<file path="src/rtl/fwd_scoreboard.sv">
// Operand forwarding selector with a pending-register scoreboard for long-latency ops.
// Produces per-source forwarded data plus a combined pipeline stall and a saturating stall counter.
module fwd_scoreboard #(
  parameter int XLEN   = 32,
  parameter int NSRC   = 2,
  parameter int NSTAGE = 2,
  parameter int CNTW   = 16
) (
  input  logic                   clk,
  input  logic                   rst_n,
  input  logic [NSRC*5-1:0]      ex_rs,
  input  logic [NSRC-1:0]        ex_rs_valid,
  input  logic [NSTAGE*5-1:0]    stg_rd,
  input  logic [NSTAGE-1:0]      stg_wen,
  input  logic [NSTAGE-1:0]      stg_rdy,
  input  logic [NSTAGE*XLEN-1:0] stg_data,
  input  logic                   lop_issue,
  input  logic [4:0]             lop_rd,
  input  logic                   lop_done,
  input  logic [4:0]             lop_done_rd,
  input  logic                   flush,
  output logic [NSRC-1:0]        fwd_en,
  output logic [NSRC*XLEN-1:0]   fwd_data,
  output logic                   stall,
  output logic [CNTW-1:0]        stall_cnt
);

  logic [31:0]     pending;
  logic [31:0]     pending_nxt;
  logic [NSRC-1:0] hit;
  logic [NSRC-1:0] data_haz;
  logic [NSRC-1:0] sb_haz;
  logic            lop_haz;

  // Stages are scanned oldest to youngest so the youngest match overwrites older ones.
  always_comb begin
    fwd_en   = '0;
    fwd_data = '0;
    hit      = '0;
    data_haz = '0;
    sb_haz   = '0;
    for (int i = 0; i < NSRC; i++) begin
      for (int s = NSTAGE - 1; s >= 0; s--) begin
        if (ex_rs_valid[i] && stg_wen[s] && (ex_rs[5*i +: 5] != 5'd0) &&
            (ex_rs[5*i +: 5] == stg_rd[5*s +: 5])) begin
          hit[i]                  = 1'b1;
          fwd_en[i]               = stg_rdy[s];
          data_haz[i]             = !stg_rdy[s];
          fwd_data[XLEN*i +: XLEN] = stg_rdy[s] ? stg_data[XLEN*s +: XLEN] : '0;
        end
      end
      sb_haz[i] = ex_rs_valid[i] && pending[ex_rs[5*i +: 5]] && !hit[i];
    end
  end

  assign lop_haz = lop_issue && (|pending);
  assign stall   = (|data_haz) || (|sb_haz) || lop_haz;

  // A new issue is applied last so it survives a same-cycle done or flush.
  always_comb begin
    pending_nxt = flush ? 32'd0 : pending;
    if (lop_done) pending_nxt[lop_done_rd] = 1'b0;
    if (lop_issue && !stall && (lop_rd != 5'd0)) pending_nxt[lop_rd] = 1'b1;
    pending_nxt[0] = 1'b0;
  end

  always_ff @(posedge clk or negedge rst_n) begin
    if (!rst_n) begin
      pending   <= 32'd0;
      stall_cnt <= '0;
    end else begin
      pending <= pending_nxt;
      if (stall && (stall_cnt != {CNTW{1'b1}})) stall_cnt <= stall_cnt + 1'b1;
    end
  end

endmodule

</file>
<file path="config.mk">
export PLATFORM = sky130hd
export DESIGN_NAME = fwd_scoreboard
export DESIGN_NICKNAME = d
export VERILOG_FILES = /design/src/rtl/fwd_scoreboard.sv
export SDC_FILE = /design/constraint.sdc
export NUM_CORES = 1
export LEC_CHECK = 0
export ABC_AREA = 1
export BUFFER_PORTS_ARGS = -buffer_cell sky130_fd_sc_hd__clkbuf_2
export CAP_MARGIN = 40
export CORE_AREA = 2 2 141 143
export DETAILED_ROUTE_END_ITERATION = 7
export DIE_AREA = 0 0 143 145
export PLACE_DENSITY = 0.44
export SLEW_MARGIN = 30
export SYNTH_ARGS = -nofsm -noshare
export SYNTH_HDL_FRONTEND = slang
export SYNTH_SLANG_ARGS = --single-unit
</file>
<file path="constraint.sdc">
create_clock -name clk -period 2.64 [get_ports clk]
set_input_delay 0.528 -clock clk [delete_from_list [all_inputs] [get_ports clk]]
set_output_delay 0.528 -clock clk [all_outputs]
set_load 0.02 [all_outputs]
</file>
# Word level (Yosys, flattened, before mapping)

Index checks and enable logic that the tools add are counted.

Reductions and logical operators: 35
$add $sub $neg: 1
Order comparisons: 6
Bitwise logic cells: 3
Multiplexer cells: 29
Equality and inequality tests: 5

Operators by type and width:

| operator              | number |
|---|---|
| $mux 32               | 9 |
| $and 32x32->32        | 1 |
| $not 32->32           | 1 |
| $or 32x32->32         | 1 |
| $reduce_or 31->1      | 1 |
| $lt 5x6->1 const B    | 4 |
| $logic_and 1x1->1     | 22 |
| $eq 5x5->1            | 4 |
| $add 16x1->16 const B | 1 |
| $mux 1                | 16 |
| $ne 16x16->1 const B  | 1 |
| $reduce_bool 5->1     | 3 |
| $bmux 1 s5            | 2 |
| $demux 1 s5           | 2 |
| $ge 5x1->1 const B    | 2 |
| $logic_not 1->1       | 5 |
| $reduce_or 2->1       | 2 |
| $logic_or 1x1->1      | 2 |

Word-level logic and storage cells: 81
Register bits after elaboration: 47
Output and inout bits: 83

# Depth between registers and ports, before layout

Gate-level depths: netlist of run 1.

Word-level depth: 14
Mapped depth: 18

# Least setup slack after synthesis of run 1

OpenSTA, ideal clock, no wires.

Kind: in2out
From: input port ex_rs[0]
To: output port fwd_data[17]
Slack: 0.181 ns
Data arrival time: 1.931 ns
Cell stages on the path: 9
Path through: buf_2 inv_2 buf_4 nand2_1 nand3_1 nor2_1 nand4_1 clkbuf_1 o22ai_1

Longest elaborated chain between the ends: 5
Elaborated cells on any way between the ends: 9
Those cells by class: eq/ne: 2; mux: 2; reduce/logical: 5

RTL lines:

| item                           | RTL line | text |
|---|---|---|
| start, declared                | 11       | `input logic [NSRC*5-1:0] ex_rs,` |
| $reduce_bool 5->1              | 44       | `if (ex_rs_valid[i] && stg_wen[s] && (ex_rs[5*i +: 5] != 5'd0) &&` |
| $logic_and 1x1->1 (2 in a row) | 44       |  |
| $mux 32                        | 44       |  |
| $mux 32 *                      | 44       |  |
| end, declared                  | 23       | `output logic [NSRC*XLEN-1:0] fwd_data,` |

Mark *: on every way between the ends. The rest lies on a longest branch, timed or not.

# Worst setup path after layout of run 1

From: input port ex_rs[2]
To: output port fwd_data[9]

The elaborated chain is that of the path after synthesis.

==> reports/metrics.csv, run 1 <==
stage,metric,value,unit
finish,layoutNonFillerInstCount,1246,
route,vias,5747,
critical_path,cp-start-kind,input port,
timing,rsz0062_at_grt,no,
timing,skew,0.00254,ns
critical_path,critical_path_class,in2out,
finish,antennaDiodeCount,0,
placement,dp_hpwl,14600,um
grt,track_usage,17.4,%
timing,min_period,2.49,ns
grt,grt_max_degree,48,
logic_synthesis,syn_area,4730,um^2
logic_synthesis,synth_edf_count,0,
route,wl_per_cell,14.8,um
route,drt-initial-drc-count,266,
power,power_leakage,3.47,nW
route,drt_wl_total,18400,um
finish,drive_gt1_share,26.6,%
power,pwr-share-clk,29.5,%
placement,dp.cells,1237,
clock_tree,clkTransAtPathRegs,0.06,ns
clock_tree,cts_sinks,47,
die,start_util,24.6,%
hold_path,hold_path_class,in2async,
critical_path,cp-end-kind,output pin,
route,firstDrtPassIters,5,
die,ioPinCount,188,
status,status,completed,
power,intPower,1.46,mW
clock_tree,h-tree-depth,2,
logic_synthesis,yosysWarnings,0,
clock_tree,numCtsBuffers,5,
clock_tree,clockBufferDepth,2,
route,drc,0,
grt,antenna_found_initial,0,
logic_synthesis,ys_seq_area_share,24.8,%
route,viasPerCell,4.61,
power,net-switching-power,819,uW
logic_synthesis,ys_types,34,
clock_tree,root_buffer,clkbuf_16,
die,die_y,145,um
die,dieArea,20700,um^2
grt,use_met1,21.5,%
timing,slew_headroom,56.3,%
placement,place.gp.congestion,0.874,
logic_synthesis,async_reset_ff_share,100,%
timing,finalCritPeriodShare,94.3,%
critical_path,cp.arrival,1.96,ns
logic_synthesis,syn_inst,798,
timing,slew_viol_final,0,
die,rows,51,
critical_path,r2r_cells,13,
logic_synthesis,synth.top_cell.area_share,24.8,%
grt,grt_pass1_wl,28800,um
power,p_seq_share,36.1,%
grt,grt_pass1_vias,5587,
grt,use_met2,31.8,%
power,power_density,366,nW/um^2
power,p_comb_share,34.4,%
power,finalPower,2.28,mW
timing,tightest_slew,0.656,ns
flow_run,cap_violations,0,
timing,final.setup.tns,0,ns
timing,fmax,402,MHz
die,core,19200,um^2
grt,grtUsageMet3,1.78,%
logic_synthesis,avgSynthCellArea,5.93,um^2
logic_synthesis,synth_ff_type,dfrtp_1,
power,p_sw_share,36.0,%
die,die_x,143,um
critical_path,crit_required,2.11,ns
critical_path,cp_max_fo,33,
finish,areaGrowthSynthToFinish,31.5,%
logic_synthesis,syn_nets,904,
logic_synthesis,ys_ff_latch,47,
clock_tree,clk_latency,0.29,ns
logic_synthesis,synth_most_common_cell,nand2_1,
timing,hold_viol_final,0,
route,antenna_left,0,
clock_tree,cts_tree,built,
logic_synthesis,synth_common_cells,"236 x nand2_1, 104 x inv_1, 92 x nand3_1",
logic_synthesis,synth_area_leaders,"dfrtp_1 25%, nand2_1 19%, nand3_1 9.7%, o22ai_1 8.5%, inv_1 8.2%",
grt,grt.busiest_layer,met2,
power,vdd_drop_max,0.000232,V
placement,numPortBuffers,187,
logic_synthesis,synth.largest_area_cell,dfrtp_1,
timing,setup_viol,0,
grt,grt_remaining_overflow,0,
finish,post-route-util,32.4,%
finish,nets,1086,
-- flip-flops by register name, indices dropped and copies added, names as in the netlist --
signal	flops
stall_cnt	16
pending	31
-- per-stage QoR --
stage,setup slack (ns),hold WS [ns],area [um^2]
final,0.151,0.340,6230
after global routing,0.0222,0.402,6230
after CTS,0.0657,0.378,6210
after detailed placement,0.107,0.523,6050
after global placement,0.0709,0.525,6050
after floorplan,0.181,0.232,4730
-- area by class of cell --
| type | count | area [um^2] |
|---|---|---|
| inverter | 114 | 430 |
| fill | 2169 | 13000 |
| multi-input combinational | 596 | 2920 |
| tap | 265 | 332 |
| sequential | 47 | 1180 |
| clock buffer | 8 | 156 |
| timing repair buffer | 216 | 1220 |
-- power groups by stage --
stage	registers [mW]	logic, mW	clock network [mW]
global route	0.833	0.877	0.733
detailed placement	0.837	0.789	0
global placement	0.837	0.790	0
floorplan	0.871	0.437	0
CTS	0.823	0.793	0.701
finish	0.822	0.783	0.671
-- metal layers --
metal | wire [um] | vias to the layer above
li1 | - | 2955
met1 | 8180 | 2570
met2 | 8970 | 201
met3 | 990 | 21
met4 | 282 | 0
met5 | 0 | -
-- worst max-delay path, stage by stage --
cell and delay [ns]:
clkbuf_2 0.14, inv_2 0.11, nand3_1 0.13, nor2_2 0.17
nor2_4 0.07, nand2_4 0.08, nand4_1 0.14, buf_12 0.21
o22ai_1 0.15, clkbuf_2 0.22
-- final timing paths --
check | slack (ns) | end | start
setup / recovery | 0.15 | fwd_data[9] | ex_rs[2]
hold / removal | 0.34 | pending[23]$_DFF_PN0_ | rst_n
setup reg to reg | 0.58 | stall_cnt[12]$_DFFE_PN0P_ | pending[23]$_DFF_PN0_
hold reg to reg | 0.53 | stall_cnt[8]$_DFFE_PN0P_ | stall_cnt[8]$_DFFE_PN0P_
max in group asynchronous | 1.85 | stall_cnt[12]$_DFFE_PN0P_ | rst_n
min in group clk | 0.53 | stall_cnt[8]$_DFFE_PN0P_ | stall_cnt[8]$_DFFE_PN0P_
-- cell families after synthesis --
group / Yosys count / synth area share (%)
fa+ha+maj: 1 / 0.264
flops: 47 / 24.8
buf+inv: 155 / 13.7
xor+xnor: 15 / 2.78
simple gates: 457 / 42.9
compound gates: 123 / 15.5
-- repair_timing --
item	in CTS	in global routing
setup endpoints to repair	0	28
buffers inserted	0	1
resized for setup	0	3
hold buffers	0	0
-- cell usage in the layout, fill, tap and decap left out, types with 11 or more instances in the layout --
| cell | instances |
|---|---|
| nand4_1 | 11 |
| o211ai_1 | 11 |
| o22ai_1 | 64 |
| nand3_2 | 12 |
| nor2_1 | 85 |
| dfrtp_1 | 47 |
| inv_1 | 104 |
| buf_4 | 24 |
| clkbuf_2 | 187 |
| nand2_1 | 236 |
| o21ai_0 | 33 |
| nand3_1 | 91 |
No activity file was read; power rests on OpenSTA's default activity.
==> inputs of run 2 (changes only) <==
- CTS_BUF_LIST: default -> sky130_fd_sc_hd__clkbuf_2
==> run 2 against run 1 <==
Power decreased by 16%. Hold slack lost 0.19 ns. Sequential power is essentially flat. Sequential share of layout area grew 0.24 points. Clock power decreased by 55%. Wire length up 0.65%. Critical path depth unchanged. Critical endpoint is now fwd_data[45]. Largest cell class unchanged. Highest routed layer unchanged.
==> reports/metrics.csv, run 2 (synthesis results as in run 1) <==
stage,metric,value,unit,change
timing,finalWorstSetupSlack,0.108,ns,-0.0431 ns
grt,track_usage,17.5,%,+0.083 points
critical_path,r2r_cells,16,,+3
critical_path,r2r-start,pending[23]$_DFF_PN0_,,
placement,dp_hpwl,14600,um,unchanged
timing,rsz0062_at_grt,yes,,
timing,setup_viol,0,,unchanged
timing,hold_slack,0.148,ns,-0.191 ns
finish,layout_commonest_cell,nand2_1,,
critical_path,cp_max_fo,21,,-36%
clock_tree,clkTransAtPathRegs,0.24,ns,+0.18 ns
die,ioPinCount,188,,unchanged
die,core,19200,um^2,unchanged
critical_path,crit_buf_inv,4,,unchanged
finish,layoutNonFillerInstCount,1250,,+0.32%
route,drt_wl_total,18500,um,+0.65%
finish,largest_register_ffs,31,,unchanged
power,finalPower,1.92,mW,-16%
hold_path,hold_path_class,in2async,,
clock_tree,cts_hold_buffers,0,,unchanged
placement,pre_cts_ws,0.107,ns,unchanged
finish,top_regs,"pending (31), stall_cnt (16)",,
route,viasPerCell,4.62,,+0.17%
grt,grt_remaining_overflow,0,,unchanged
critical_path,cp.arrival,2.00,ns,+0.04 ns
finish,nets,1089,,+0.28%
clock_tree,cts_tree,built,,
critical_path,cp-start-kind,input port,,
critical_path,r2r_end,stall_cnt[6]$_DFFE_PN0P_,,
finish,fillers,2177,,+0.37%
placement,place.gp.congestion,0.874,,unchanged
timing,slew_headroom,55.9,%,-0.36 points
timing,min_period,2.53,ns,+0.0431 ns
clock_tree,numCtsBuffers,5,,unchanged
status,status,completed,,
power,power_leakage,3.44,nW,-0.72%
timing,hold_viol_final,0,,unchanged
route,wl_per_cell,14.8,um,+0.33%
clock_tree,clockBufferDepth,2,,unchanged
grt,grt_pass1_vias,5613,,+0.47%
grt,grt_pass1_wl,29000,um,+0.74%
die,rows,51,,unchanged
finish,final_cell_mix,"236 x nand2_1, 192 x clkbuf_2, 98 x inv_1, 90 x nand3_1, 83 x nor2_1",,
critical_path,path_cells,clkbuf_2 -> inv_2 -> nand2_1 -> nand2_1 -> nand2_1 -> nor2_1 -> nand2_4 -> buf_4 -> o22ai_1 -> clkbuf_2,,
finish,areaGrowthSynthToFinish,29.9,%,
placement,dp.cells,1237,,unchanged
die,start_util,24.6,%,unchanged
timing,finalCritPeriodShare,95.9,%,+1.6 points
timing,tightest_slew,0.661,ns,+0.00542 ns
critical_path,regToRegSetupSlack,0.54,ns,-0.04 ns
die,die_x,143,um,unchanged
critical_path,cp_common_cell,nand2_1,,
power,vdd_drop_max,0.000158,V,-32%
critical_path,critical_path.top_delay_family,buffers and inverters,,
die,dieArea,20700,um^2,unchanged
die,die_y,145,um,unchanged
critical_path,max_stage_delay,0.26,ns,+0.04 ns
timing,skew,0.0144,ns,+0.0118 ns
power,power_density,312,nW/um^2,-15%
clock_tree,h-tree-depth,2,,unchanged
grt,antenna_found_initial,1,,+1
clock_tree,cts_sinks,47,,unchanged
timing,slew_viol_final,0,,unchanged
clock_tree,clk_latency,0.43,ns,+0.14 ns
route,firstDrtPassIters,5,,unchanged
route,vias,5775,,+0.49%
critical_path,critical_path_class,in2out,,
critical_path,cp-end-kind,output pin,,
placement,numPortBuffers,187,,unchanged
route,drt-initial-drc-count,240,,-9.8%
route,drc,0,,unchanged
critical_path,crit_slowest_cell,buf_4,,
flow_run,cap_violations,0,,unchanged
finish,drive_gt1_share,27.7,%,+1.1 points
finish,regMostFlops,pending,,
route,antenna_left,0,,unchanged
grt,grt_max_degree,48,,unchanged
clock_tree,root_buffer,clkbuf_2,,
critical_path,crit_required,2.11,ns,about the same
timing,fmax,395,MHz,-1.7%
-- run 2: report_power, final --
group / switching [mW] / internal (mW) / leakage [nW]
registers: 0.0549 / 0.767 / 0.648
logic: 0.502 / 0.295 / 2.76
clock network: 0.238 / 0.0637 / 0.0281
-- run 2: what timing repair did --
item / 4_1_cts / 5_1_grt
buffers inserted: 2 / 2
gates resized for setup: 4 / 10
pin swaps: 0 / 3
setup endpoints to repair: 1 / 28
-- run 2: worst max path at each step --
stage	to	from	cells past startpoint
after floorplan	fwd_data[17]	ex_rs[0]	9
after global placement	stall	ex_rs[7]	11
after detailed placement	stall	ex_rs[7]	12
after CTS	stall	pending[23]$_DFF_PN0_	9
after global routing	stall	pending[18]$_DFF_PN0_	9
final	fwd_data[45]	ex_rs[7]	10
-- run 2: layer usage --
layer	track usage (%)	share of wire, %	routed length (um)
met5	0	0	0
met4	4.80	2.0	374
met3	1.88	5.0	936
met2	31.7	48	8950
met1	21.6	45	8270
-- run 2: worst reg2reg max path: stages (launching register included) --
cell	delay (ns)
dfrtp_1	0.45
buf_4	0.14
buf_4	0.12
nand2_1	0.06
nand3_1	0.07
nand3_1	0.09
nand2_1	0.07
nor2_1	0.11
nand2_1	0.08
nand3_2	0.10
nand3_4	0.10
buf_4	0.17
buf_4	0.13
nand2_2	0.10
buf_4	0.16
nand2_1	0.05
o21ai_1	0.08
-- run 2: per-stage QoR --
| step | setup TNS (ns) | instance area, um^2 | utilization (%) |
|---|---|---|---|
| floorplan | 0 | 4730 | - |
| global placement | 0 | 6050 | 31.5 |
| detailed placement | 0 | 6050 | 31.5 |
| CTS | 0 | 6120 | 31.8 |
| global route | -0.103 | 6150 | 32.0 |
| finish | 0 | 6150 | 32.0 |
-- run 2: final cells by class --
class / count / area [um^2] / area share [%]
Antenna cell: 1 / 2.50 / 0.0407
Clock buffer: 6 / 30.0 / 0.488
Clock inverter: 2 / 7.51 / 0.122
Sequential cell: 47 / 1180 / 19.1
Multi-Input combinational cell: 596 / 2930 / 47.6
Timing Repair Buffer: 219 / 1240 / 20.2
Tap cell: 265 / 332 / 5.39
Inverter: 114 / 430 / 7.00
